$ cat src/rtl/descriptor_dispatch_scheduler.sv
// Dispatches corners to free descriptor units and re-serialises their results in dispatch order.
// Frame FSM: RUN | accepting corners ; DRAIN | no new corners, finish in-flight work, then pulse complete.
module descriptor_dispatch_scheduler #(
    parameter int PARALLEL_MODULES = 4,
    parameter int COORD_BITS       = 10,
    parameter int DESC_BITS        = 256
) (
    input  logic                                  clk,
    input  logic                                  reset,
    input  logic                                  in_begin_frame_reset,
    output logic                                  out_frame_reset_complete,
    input  logic                                  in_feature_valid,
    input  logic [COORD_BITS-1:0]                 in_feature_x,
    input  logic [COORD_BITS-1:0]                 in_feature_y,
    output logic                                  out_feature_ready,
    output logic [PARALLEL_MODULES-1:0]           unit_start,
    output logic [COORD_BITS-1:0]                 unit_x,
    output logic [COORD_BITS-1:0]                 unit_y,
    input  logic [PARALLEL_MODULES-1:0]           unit_done,
    input  logic [PARALLEL_MODULES*DESC_BITS-1:0] unit_descriptor,
    output logic                                  out_valid,
    output logic [DESC_BITS-1:0]                  out_descriptor,
    output logic [COORD_BITS-1:0]                 out_feature_x,
    output logic [COORD_BITS-1:0]                 out_feature_y,
    output logic                                  out_protocol_error
);
    localparam int IDX_W = (PARALLEL_MODULES > 1) ? $clog2(PARALLEL_MODULES) : 1;
    localparam int CNT_W = $clog2(PARALLEL_MODULES + 1);

    typedef enum logic [1:0] {SLOT_IDLE, SLOT_BUSY, SLOT_DONE} slot_state_t;
    typedef enum logic {FRAME_RUN, FRAME_DRAIN} frame_state_t;

    slot_state_t           slot_state_q [PARALLEL_MODULES];
    logic [COORD_BITS-1:0] slot_x_q     [PARALLEL_MODULES];
    logic [COORD_BITS-1:0] slot_y_q     [PARALLEL_MODULES];
    logic [DESC_BITS-1:0]  slot_desc_q  [PARALLEL_MODULES];

    logic [IDX_W-1:0]      fifo_q [PARALLEL_MODULES];
    logic [IDX_W-1:0]      rd_ptr_q, wr_ptr_q;
    logic [CNT_W-1:0]      count_q;

    frame_state_t          frame_q;
    logic                  out_valid_q;
    logic [DESC_BITS-1:0]  out_desc_q;
    logic [COORD_BITS-1:0] out_x_q, out_y_q;
    logic                  complete_q;
    logic                  error_q;

    logic                  any_idle, all_idle;
    logic [IDX_W-1:0]      free_idx;
    logic [IDX_W-1:0]      head_idx;
    logic                  dispatch, release_head;

    function automatic logic [IDX_W-1:0] ptr_inc(input logic [IDX_W-1:0] p);
        return (p == IDX_W'(PARALLEL_MODULES - 1)) ? '0 : p + IDX_W'(1);
    endfunction

    // Descending scan so the lowest-index idle slot wins.
    always_comb begin
        any_idle = 1'b0;
        all_idle = 1'b1;
        free_idx = '0;
        for (int k = PARALLEL_MODULES - 1; k >= 0; k--) begin
            if (slot_state_q[k] == SLOT_IDLE) begin
                any_idle = 1'b1;
                free_idx = IDX_W'(k);
            end else begin
                all_idle = 1'b0;
            end
        end
    end

    assign head_idx          = fifo_q[rd_ptr_q];
    assign release_head      = (count_q != '0) && (slot_state_q[head_idx] == SLOT_DONE);
    assign out_feature_ready = (frame_q == FRAME_RUN) && any_idle;
    assign dispatch          = in_feature_valid && out_feature_ready;

    assign unit_start = dispatch ? (PARALLEL_MODULES'(1) << free_idx) : '0;
    assign unit_x     = dispatch ? in_feature_x : '0;
    assign unit_y     = dispatch ? in_feature_y : '0;

    assign out_valid                = out_valid_q;
    assign out_descriptor           = out_desc_q;
    assign out_feature_x            = out_x_q;
    assign out_feature_y            = out_y_q;
    assign out_frame_reset_complete = complete_q;
    assign out_protocol_error       = error_q;

    // Completion, release and dispatch always touch distinct slots (BUSY, DONE, IDLE respectively).
    always_ff @(posedge clk) begin
        if (reset) begin
            for (int k = 0; k < PARALLEL_MODULES; k++) begin
                slot_state_q[k] <= SLOT_IDLE;
                slot_x_q[k]     <= '0;
                slot_y_q[k]     <= '0;
                slot_desc_q[k]  <= '0;
                fifo_q[k]       <= '0;
            end
            rd_ptr_q    <= '0;
            wr_ptr_q    <= '0;
            count_q     <= '0;
            frame_q     <= FRAME_RUN;
            out_valid_q <= 1'b0;
            out_desc_q  <= '0;
            out_x_q     <= '0;
            out_y_q     <= '0;
            complete_q  <= 1'b0;
            error_q     <= 1'b0;
        end else begin
            for (int k = 0; k < PARALLEL_MODULES; k++) begin
                if (unit_done[k]) begin
                    if (slot_state_q[k] == SLOT_BUSY) begin
                        slot_state_q[k] <= SLOT_DONE;
                        slot_desc_q[k]  <= unit_descriptor[k*DESC_BITS +: DESC_BITS];
                    end else begin
                        error_q <= 1'b1;
                    end
                end
            end

            out_valid_q <= release_head;
            if (release_head) begin
                slot_state_q[head_idx] <= SLOT_IDLE;
                out_desc_q             <= slot_desc_q[head_idx];
                out_x_q                <= slot_x_q[head_idx];
                out_y_q                <= slot_y_q[head_idx];
                rd_ptr_q               <= ptr_inc(rd_ptr_q);
            end

            if (dispatch) begin
                slot_state_q[free_idx] <= SLOT_BUSY;
                slot_x_q[free_idx]     <= in_feature_x;
                slot_y_q[free_idx]     <= in_feature_y;
                fifo_q[wr_ptr_q]       <= free_idx;
                wr_ptr_q               <= ptr_inc(wr_ptr_q);
                if (!release_head && count_q == CNT_W'(PARALLEL_MODULES))
                    error_q <= 1'b1;
            end

            case ({dispatch, release_head})
                2'b10:   count_q <= count_q + CNT_W'(1);
                2'b01:   count_q <= count_q - CNT_W'(1);
                default: count_q <= count_q;
            endcase

            complete_q <= 1'b0;
            case (frame_q)
                FRAME_RUN: begin
                    if (in_begin_frame_reset)
                        frame_q <= FRAME_DRAIN;
                end
                FRAME_DRAIN: begin
                    if (all_idle && count_q == '0) begin
                        complete_q <= 1'b1;
                        frame_q    <= FRAME_RUN;
                    end
                end
                default: frame_q <= FRAME_RUN;
            endcase
        end
    end

endmodule

$ cat config.mk
export PLATFORM = sky130hd
export DESIGN_NAME = descriptor_dispatch_scheduler
export DESIGN_NICKNAME = d
export VERILOG_FILES = /design/src/rtl/descriptor_dispatch_scheduler.sv
export SDC_FILE = /design/constraint.sdc
export NUM_CORES = 2
export LEC_CHECK = 0
export BUFFER_PORTS_ARGS = -buffer_cell sky130_fd_sc_hd__buf_2
export CAP_MARGIN = 20
export CORE_AREA = 5 5 529 531
export CTS_CLUSTER_DIAMETER = 150
export DETAILED_ROUTE_END_ITERATION = 8
export DIE_AREA = 0 0 534 536
export HOLD_SLACK_MARGIN = 0.1
export PLACE_DENSITY = 0.49
export RECOVER_POWER = 100
export SYNTH_ARGS = -nofsm -noshare
export SYNTH_HDL_FRONTEND = slang
export SYNTH_SLANG_ARGS = --single-unit
$ cat constraint.sdc
create_clock -name clk -period 13.59 [get_ports clk]
set_clock_uncertainty 0.2 [all_clocks]
set_input_delay 2.718 -clock clk [delete_from_list [all_inputs] [get_ports clk]]
set_output_delay 2.718 -clock clk [all_outputs]
set_load 0.05 [all_outputs]
==> run metrics <==
status=complete, but fails checks; failing checks=capacitance limit, slew limit; GRT Util Overall=16.20%; largest net degree at the start of global routing=145; PortBufs=1355; DR DRC count=0; vias in the first global route=42300; R2R Setup Slk=3.84 ns; Syn Area/Cell=13.74 um2; area of the mapped netlist=0.06040 mm2; RSZ-0062 raised after global routing=false; Layout Nets=6699; max_cap viols=36; CP max-delay cell=clkbuf_1; crit path buf inv count=2; antenna-violating nets left=0; Die Wd=534 um; worst-path cell chain=clkbuf_1 -> nor2_1 -> clkbuf_1 -> and2_0; cell count of the worst reg-to-reg path=8; Peak VDD IR=0.09325 mV; Max stage delay on crit path=4.49 ns; top cells by count, synth=edfxtp_1, and2_1, dfxtp_1; Rows=193; top layer in use=met5; via count=41800; wire per inst=26.04 um; routed length on met2=114900 um; Die H=536 um; Final Instance Area=0.07631 mm2; Worst Path Max Fanout=124; Worst-Margin Slew=6.619 ns; DRT met1 WL=103100 um; Synth area leaders=edfxtp_1, and2_1, dfxtp_1; number of hold buffers added after CTS=0; clock network latency to the later pin of the worst-skew pair=0.82 ns; Netlist cell types=37; I/O pins=1356; drt first pass iters=8; CP top delay family=buffers and inverters; Ys Warns=0; initial antenna violation count=156; clk root buf=clkbuf_16; min-delay src=out_descriptor[13]; Worst Path Required=13.95 ns; Worst path most repeated cell=clkbuf_1; Fin Hold WS=0.2938 ns; Starting DRT DRC Count=3002; Starting Density=21.96%; area delta synth->final=26.35%; Max Buffers Root-to-Sink=4; area fraction of the dominant cell type after synthesis=55.29%; CTS resizes=0; clock transition at the registers of the reported paths=0.06 ns; Max H-tree Level=4; register area share after synthesis=65.13%; gr ovfl total=0; share of cells above drive strength 1=28.31%; fraction of the cycle the final worst path needs=74.32%; most frequent cell after synthesis=edfxtp_1; global-route wire length before repair=334700 um; CP Launch Point=reset; placed cell area=0.07095 mm2; final hold viol count=0; Max Slew Vio Count=1775; CTS Sinks=1409; crit end category=flop; post-CTS setup buffers=0; Num CTS Buffers=172; Worst EP arrival=10.46 ns; met3 wire len=20570 um; Primary FF master, synth=edfxtp_1; fmax=99.01 MHz; Crit. path cell count=4; via/cell ratio=4.420; number of synthesized flops with an enable pin=1112; pwr/cell area=141.8 mW/mm2; Setup Viol. Count Final=0; Syn Inst Count=4396; Async S/R FF share, synth=0%; worst relative slew slack=-341.3%; flops & latches, synth=1409; crit path kind=input port to flop; post-detailed-routing wire length=246200 um; CTS tree=done; Synth area leader=edfxtp_1; hpwl dp=172200 um; leak pwr=31.58 nW; syn_nets=5452; gpl congestion=0.9190; setup TNS=0 ns; area of the core=0.2750 mm2; Startpoint Class=input port; CP endpoint=slot_desc_q[0][105]; min-delay worst type=flop to flop; minimum clock period after layout=10.10 ns; Die ar.=0.2862 mm2; worst r2r dst=out_descriptor[123]
-- power breakdown --
| group | total [mW] | internal [mW] | switching, mW |
|---|---|---|---|
| Clock | 4.76 | 2.83 | 1.94 |
| Sequential | 4.99 | 4.90 | 0.0914 |
| Combinational | 1.07 | 0.365 | 0.703 |
-- metrics by stage --
stage,setup slack [ns],cells,total power [mW],util (%)
6_report,3.490,9456,10.82,27.74
5_1_grt,3.069,9411,11.22,27.70
3_3_place_gp,6.134,9076,6.167,25.80
4_1_cts,6.183,9393,10.99,27.91
2_1_floorplan,3.915,4396,5.715,-
3_5_place_dp,6.185,9076,6.175,25.80
-- layer usage --
metal | vias up | global-route usage, %
met1 | 20970 | 20.76
li1 | 18580 | -
met2 | 1693 | 26.56
met3 | 447 | 4.954
met4 | 104 | 4.300
met5 | - | 0
-- worst min-delay path by stage --
| stage | endpoint | slack [ns] | cells after the start |
|---|---|---|---|
| finish | out_descriptor[13] | 0.29 | 1 |
| global route | out_descriptor[203] | 0.31 | 1 |
| CTS | out_descriptor[219] | 0.29 | 1 |
| detailed placement | out_descriptor[174] | 0.28 | 1 |
| global placement | out_descriptor[212] | 0.27 | 1 |
| floorplan | count_q[2] | 0.27 | 2 |
-- placed cells by master (no fill, tap or decap), types with 4 or more instances in the layout --
master / Yosys / final
clkinv_1: 2 / 16
diode_2: 0 / 63
dfxtp_1: 297 / 297
o211ai_1: 278 / 278
nor2_1: 29 / 28
nand2_1: 290 / 289
bufinv_16: 0 / 16
clkbuf_1: 204 / 368
inv_1: 8 / 8
clkinv_2: 0 / 29
mux2_2: 277 / 275
nor2b_1: 6 / 6
and3_1: 39 / 39
o21ai_0: 15 / 15
a21oi_1: 11 / 11
nand2b_1: 8 / 8
clkinvlp_4: 0 / 5
clkbuf_16: 0 / 174
o211a_1: 277 / 277
buf_2: 111 / 1050
buf_12: 0 / 10
buf_4: 9 / 24
nor3_1: 9 / 9
clkinv_4: 0 / 5
and2_0: 0 / 646
or3_1: 4 / 4
clkbuf_8: 0 / 28
and2_1: 1082 / 436
edfxtp_1: 1112 / 1112
mux2i_1: 281 / 281
-- cell families (layout without fill, tap and decap cells) --
group	after synthesis	in the layout	share of synthesized area, %
xor+xnor	2	2	0.02901
simple gates	1476	1476	13.95
flops	1409	1409	65.13
buf+inv	355	1745	2.498
fa+ha+maj	4	4	0.09530
compound gates	590	590	8.396
other cells	0	63	0
mux	560	560	9.896
-- layout make-up --
type                       count  area, um2
multi-input combinational   2632      19560
antenna                       63      157.7
clock inverter                81      940.9
tap                         3607       4513
sequential                  1409      39340
clock buffer                 236       4867
timing repair buffer        1418       6889
fill                       28730     198700
inverter                      10      45.04
-- state kept, by name, summed over array words and instances, names as in the netlist, named ones only --
signal	count
frame_q	1
wr_ptr_q	2
count_q	3
out_protocol_error	1
slot_state_q	8
rd_ptr_q	2
slot_y_q	40
slot_desc_q	1024
out_feature_x	10
fifo_q	8
slot_x_q	40
out_frame_reset_complete	1
out_feature_y	10
out_valid	1
out_descriptor	256
(Power assumes the default switching activity.)
